$ cat config.mk
export PLATFORM = sky130hd
export DESIGN_NAME = lsu_mem_ctrl
export DESIGN_NICKNAME = d
export VERILOG_FILES = /design/src/rtl/lsu_mem_ctrl.sv
export SDC_FILE = /design/constraint.sdc
export NUM_CORES = 1
export LEC_CHECK = 0
export ABC_CLOCK_PERIOD_IN_PS = 2500
export CORE_MARGIN = 2
export CORE_UTILIZATION = 49
export DETAILED_ROUTE_END_ITERATION = 6
export PLACE_DENSITY = 0.8
export SETUP_SLACK_MARGIN = 0.05
export SKIP_CTS_REPAIR_TIMING = 1
export SLEW_MARGIN = 20
export SYNTH_ARGS = -nofsm -noshare
export SYNTH_HDL_FRONTEND = slang
export SYNTH_SLANG_ARGS = --single-unit
$ cat constraint.sdc
create_clock -name clk -period 2.5 [get_ports clk]
set_clock_uncertainty 0.1 [all_clocks]
set_input_delay 0.25 -clock clk [delete_from_list [all_inputs] [get_ports clk]]
set_output_delay 0.25 -clock clk [all_outputs]
set_load 0.1 [all_outputs]
$ cat src/rtl/lsu_mem_ctrl.sv
// Load/store controller between the memory pipeline stage and a 64-bit data RAM.
// Handles B/H/W/D loads with extension, read-modify-write sub-word stores, and misalignment faults.
module lsu_mem_ctrl #(
  parameter int ADDR_W = 32,
  parameter int DATA_W = 64
) (
  input  logic              clk,
  input  logic              rst_n,
  input  logic              req_valid_i,
  output logic              req_ready_o,
  input  logic              req_we_i,
  input  logic [1:0]        req_size_i,
  input  logic              req_unsigned_i,
  input  logic [ADDR_W-1:0] req_addr_i,
  input  logic [DATA_W-1:0] req_wdata_i,
  output logic              resp_valid_o,
  output logic [DATA_W-1:0] resp_rdata_o,
  output logic              resp_misalign_o,
  output logic [ADDR_W-1:0] mem_rd_addr_o,
  output logic              mem_rd_en_o,
  input  logic [DATA_W-1:0] mem_rd_data_i,
  output logic [ADDR_W-1:0] mem_wr_addr_o,
  output logic              mem_wr_en_o,
  output logic [DATA_W-1:0] mem_wr_data_o
);

  typedef enum logic [1:0] {IDLE, RD, WR, RESP} state_e;

  localparam logic [1:0] SZ_B = 2'd0;
  localparam logic [1:0] SZ_H = 2'd1;
  localparam logic [1:0] SZ_W = 2'd2;
  localparam logic [1:0] SZ_D = 2'd3;

  state_e            state_q, state_d;
  logic [ADDR_W-1:0] addr_q, addr_d;
  logic [1:0]        size_q, size_d;
  logic              we_q, we_d;
  logic              uns_q, uns_d;
  logic [DATA_W-1:0] wdata_q, wdata_d;
  logic [DATA_W-1:0] merged_q, merged_d;
  logic [DATA_W-1:0] rdata_q, rdata_d;
  logic              misalign_q, misalign_d;

  logic              accept;
  logic              req_misaligned;
  logic [5:0]        shamt;
  logic [ADDR_W-1:0] aligned_addr;
  logic [DATA_W-1:0] rd_shifted;
  logic [DATA_W-1:0] field_mask;
  logic [DATA_W-1:0] lane_mask;
  logic [DATA_W-1:0] merged_w;
  logic [DATA_W-1:0] load_fmt;
  logic              sign_bit;

  // Ready drops with rst_n so nothing is accepted while reset is held.
  assign req_ready_o  = rst_n && (state_q == IDLE);
  assign accept       = req_valid_i && req_ready_o;
  assign resp_valid_o = (state_q == RESP);
  assign resp_rdata_o    = rdata_q;
  assign resp_misalign_o = misalign_q;

  assign shamt        = {addr_q[2:0], 3'b000};
  assign aligned_addr = {addr_q[ADDR_W-1:3], 3'b000};
  assign rd_shifted   = mem_rd_data_i >> shamt;
  assign lane_mask    = field_mask << shamt;
  assign merged_w     = (mem_rd_data_i & ~lane_mask) | ((wdata_q << shamt) & lane_mask);

  always_comb begin
    // NOTE: every variable written here gets a default first, so no latch is inferred.
    req_misaligned = 1'b0;
    unique case (req_size_i)
      SZ_H:    req_misaligned = req_addr_i[0];
      SZ_W:    req_misaligned = |req_addr_i[1:0];
      SZ_D:    req_misaligned = |req_addr_i[2:0];
      default: req_misaligned = 1'b0;
    endcase
  end

  always_comb begin
    field_mask = '1;
    sign_bit   = 1'b0;
    load_fmt   = rd_shifted;
    unique case (size_q)
      SZ_B: begin
        field_mask = DATA_W'(8'hFF);
        sign_bit   = rd_shifted[7] & ~uns_q;
        load_fmt   = {{(DATA_W-8){sign_bit}}, rd_shifted[7:0]};
      end
      SZ_H: begin
        field_mask = DATA_W'(16'hFFFF);
        sign_bit   = rd_shifted[15] & ~uns_q;
        load_fmt   = {{(DATA_W-16){sign_bit}}, rd_shifted[15:0]};
      end
      SZ_W: begin
        field_mask = DATA_W'(32'hFFFF_FFFF);
        sign_bit   = rd_shifted[31] & ~uns_q;
        load_fmt   = {{(DATA_W-32){sign_bit}}, rd_shifted[31:0]};
      end
      default: begin
        field_mask = '1;
        load_fmt   = mem_rd_data_i;
      end
    endcase
  end

  always_comb begin
    state_d       = state_q;
    addr_d        = addr_q;
    size_d        = size_q;
    we_d          = we_q;
    uns_d         = uns_q;
    wdata_d       = wdata_q;
    merged_d      = merged_q;
    rdata_d       = rdata_q;
    misalign_d    = misalign_q;
    mem_rd_en_o   = 1'b0;
    mem_rd_addr_o = '0;
    mem_wr_en_o   = 1'b0;
    mem_wr_addr_o = '0;
    mem_wr_data_o = '0;

    unique case (state_q)
      IDLE: begin
        if (accept) begin
          addr_d  = req_addr_i;
          size_d  = req_size_i;
          we_d    = req_we_i;
          uns_d   = req_unsigned_i;
          wdata_d = req_wdata_i;
          if (req_misaligned) begin
            rdata_d    = '0;
            misalign_d = 1'b1;
            state_d    = RESP;
          end else if (req_we_i && req_size_i == SZ_D) begin
            state_d = WR;
          end else begin
            state_d = RD;
          end
        end
      end
      RD: begin
        mem_rd_en_o   = 1'b1;
        mem_rd_addr_o = aligned_addr;
        if (we_q) begin
          merged_d = merged_w;
          state_d  = WR;
        end else begin
          rdata_d    = load_fmt;
          misalign_d = 1'b0;
          state_d    = RESP;
        end
      end
      WR: begin
        mem_wr_en_o   = 1'b1;
        mem_wr_addr_o = aligned_addr;
        mem_wr_data_o = (size_q == SZ_D) ? wdata_q : merged_q;
        rdata_d       = '0;
        misalign_d    = 1'b0;
        state_d       = RESP;
      end
      RESP: state_d = IDLE;
      default: state_d = IDLE;
    endcase
  end

  always_ff @(posedge clk or negedge rst_n) begin
    if (!rst_n) begin
      state_q    <= IDLE;
      addr_q     <= '0;
      size_q     <= '0;
      we_q       <= 1'b0;
      uns_q      <= 1'b0;
      wdata_q    <= '0;
      merged_q   <= '0;
      rdata_q    <= '0;
      misalign_q <= 1'b0;
    end else begin
      // NOTE: sequential state uses non-blocking assignments so every flop samples pre-edge values.
      state_q    <= state_d;
      addr_q     <= addr_d;
      size_q     <= size_d;
      we_q       <= we_d;
      uns_q      <= uns_d;
      wdata_q    <= wdata_d;
      merged_q   <= merged_d;
      rdata_q    <= rdata_d;
      misalign_q <= misalign_d;
    end
  end

endmodule
==> results.tsv <==
metric	value	unit
clk_lat worst skew	570	ps
HP Class	input pin to flop	
setup violators final	55	
setup_tns	-1960	ps
multi-input logic area	9102	µm²
Hold Vio Cnt, Final	0	
Post-DP Area	21000	µm²
fin. max-slew vios	0	
failing checks	setup timing	
number of synthesis warnings	0	
synthesized area	14470	µm²
Die Ht	175.8	µm
CTS buffer count	28	
Slew @ Worst Pin	892.0	ps
TritonCTS clock tree	done	
vias per cell	6.454	
relative slew slack	40.54	%
P&R area growth vs syn	57.40	%
first drt pass iteration count	6	
RSZ-0062 raised after global routing	true	
Worst path most repeated cell	buf_12	
first-pass GRT wire length	90560	µm
largest net degree at the start of global routing	143	
synth top area cells	dfrtp_1 40%, mux2i_1 12%, mux2_2 8.5%	
Root Buffer	clkbuf_16	
Setup WS post-layout	-96.43	ps
hold wc startpoint	req_addr_i[20]	
I/O pin count	364	
synthesized flop and latch total	231	
Post-synth EDFFs	0	
Core Area	28860	µm²
CTS H-tree lvls	1	
required time of the critical path	2150	ps
WP data arrival	2250	ps
CP Class	flop to output pin	
asr flop ratio synth	100.0	%
antenna violations before repair	0	
HPWL after DPL	45140	µm
Nets	2043	
Max FO, Critical Path	8	
layout cell share with drive strength beyond 1	40.23	%
Remaining Overflow, GRT	0	
drt wl/cell	28.33	µm
Fillers	1792	
vias in the first global route	14410	
Worst Setup End Kind	output pin	
status	finished with violations	
DRC Markers	0	
Starting Density	50.13	%
highest clock rate	385.1	MHz
buffers added on ports	357	
Commonest cells post-synth	231 x dfrtp_1, 229 x nand2_1, 176 x mux2i_1	
Iteration-0 DRC Markers	1828	
fin util	78.90	%
FF-to-FF End	resp_rdata_o[40]	
Final ANT Viol Nets	0	
cell count of the worst reg-to-reg path	7	
sequential element share of the synthesized area	39.96	%
peak per-stage delay on the critical path	370	ps
max-cap violations	0	
min Tclk post-route	2596	ps
startpoint types	flop	
worst path cell trace	buf_6 > clkinvlp_4 > nor2_4 > buf_12 > clkbuf_16 > nand2_1 > a21boi_4 > buf_12	
# diodes	0	
top cell type's share of synthesized area	39.96	%
Netlist cell types	48	
r2r startpoint	addr_q[0]	
mean post-synth cell area	10.05	µm²
row cnt	62	
Synth Flop Type	dfrtp_1	
r2r setup slk	-10	ps
total track usage	38.91	%
final worst-path cycle share	103.9	%
die width	175.8	µm
clk sinks	231	
Design Area, Final	22770	µm²
Seq. cell area	5792	µm²
clk slew on worst S/H paths	60	ps
WHS Endpoint	addr_q[20]	
Post-Synthesis Cells	1440	
Hold Path Depth	2	
Die Area	30910	µm²
DR vias	14670	
count leader, synth	dfrtp_1	
DRT Wirelength	64390	µm
clk buf depth	3	
slowest CP cell	dfrtp_1	
gp weighted congestion	1.012	
cell taking the most area after synthesis	dfrtp_1	
## state kept, by name (all words and copies together) (netlist names), 2 cells and up
register and cells:
merged_q 64, resp_rdata_o 64, wdata_q 64, addr_q 32
size_q 2, state_q 2
## worst max-delay path, delay by kind of cell (launching register included)
family / cells / cell delay, ps
compound gates: 1 / 220
flops: 1 / 370
buf+inv: 5 / 830
simple gates: 2 / 260
## cells by family (layout without fill, tap and decap cells)
logic type	count (synthesis)	count (layout)	share of synthesized area, %
AO/OA/AOI/OAI	339	339	16.47
adder cells (fa/ha/maj)	6	6	0.5190
buffers and inverters	141	582	4.385
flip-flops	231	231	39.96
multiplexers	316	316	25.49
other	1	6	0.02592
AND/OR/NAND/NOR	406	409	13.15
## layer usage
layer	part of all wire [%]	vias to the layer above	GRT usage (%)
met5	0	-	0
met4	6.9	0	20.32
met3	12	258	9.481
met2	45	1135	61.27
met1	36	7238	49.89
li1	-	6040	-
## per-stage QoR
| stage | hold WS, ps | cells | setup slack [ps] |
|---|---|---|---|
| 2_1_floorplan | -145.6 | 1445 | -184.9 |
| 3_3_place_gp | -56.77 | 2182 | -144.3 |
| 3_5_place_dp | -54.60 | 2182 | -141.1 |
| 4_1_cts | -640.6 | 2231 | -269.2 |
| 5_1_grt | 202.6 | 2273 | -99.50 |
| 6_report | 198.4 | 2273 | -96.43 |
## layout make-up
type | count | share of cell area [%]
multi-input cells | 1076 | 39.98
clock buffers | 39 | 3.572
well taps | 384 | 2.110
inverters | 9 | 0.1649
repair buffers | 524 | 28.36
flip-flops and latches | 231 | 25.44
clock inverters | 10 | 0.3792
## cell usage in the layout (no fill, tap or decap), types with 18 or more instances in the layout
cell / count
and2_1: 18
nor2_1: 20
and2_2: 42
dfrtp_1: 226
mux4_2: 31
a21boi_4: 64
a21oi_1: 22
buf_12: 139
or2_2: 57
mux2i_1: 174
buf_4: 191
clkbuf_16: 42
a22o_1: 41
mux2_2: 109
clkdlybuf4s50_1: 165
nand2_1: 199
a32o_1: 24
o21ai_0: 104
nand2_2: 20
## how the worst max path moves through the flow
| stage | from | end | slack [ps] | depth (start not counted) |
|---|---|---|---|---|
| 2_1_floorplan | state_q[0] | mem_wr_data_o[32] | -180 | 5 |
| 3_3_place_gp | addr_q[0] | merged_q[55] | -140 | 6 |
| 3_5_place_dp | mem_rd_data_i[47] | resp_rdata_o[18] | -140 | 7 |
| 4_1_cts | size_q[1] | mem_wr_data_o[33] | -270 | 6 |
| 5_1_grt | size_q[0] | mem_wr_data_o[35] | -100 | 8 |
| 6_report | size_q[0] | mem_wr_data_o[35] | -100 | 8 |
Power is left out: the tool's default activity adds up to more than one toggle a clock period on the data nets, which glitch-free logic cannot reach.
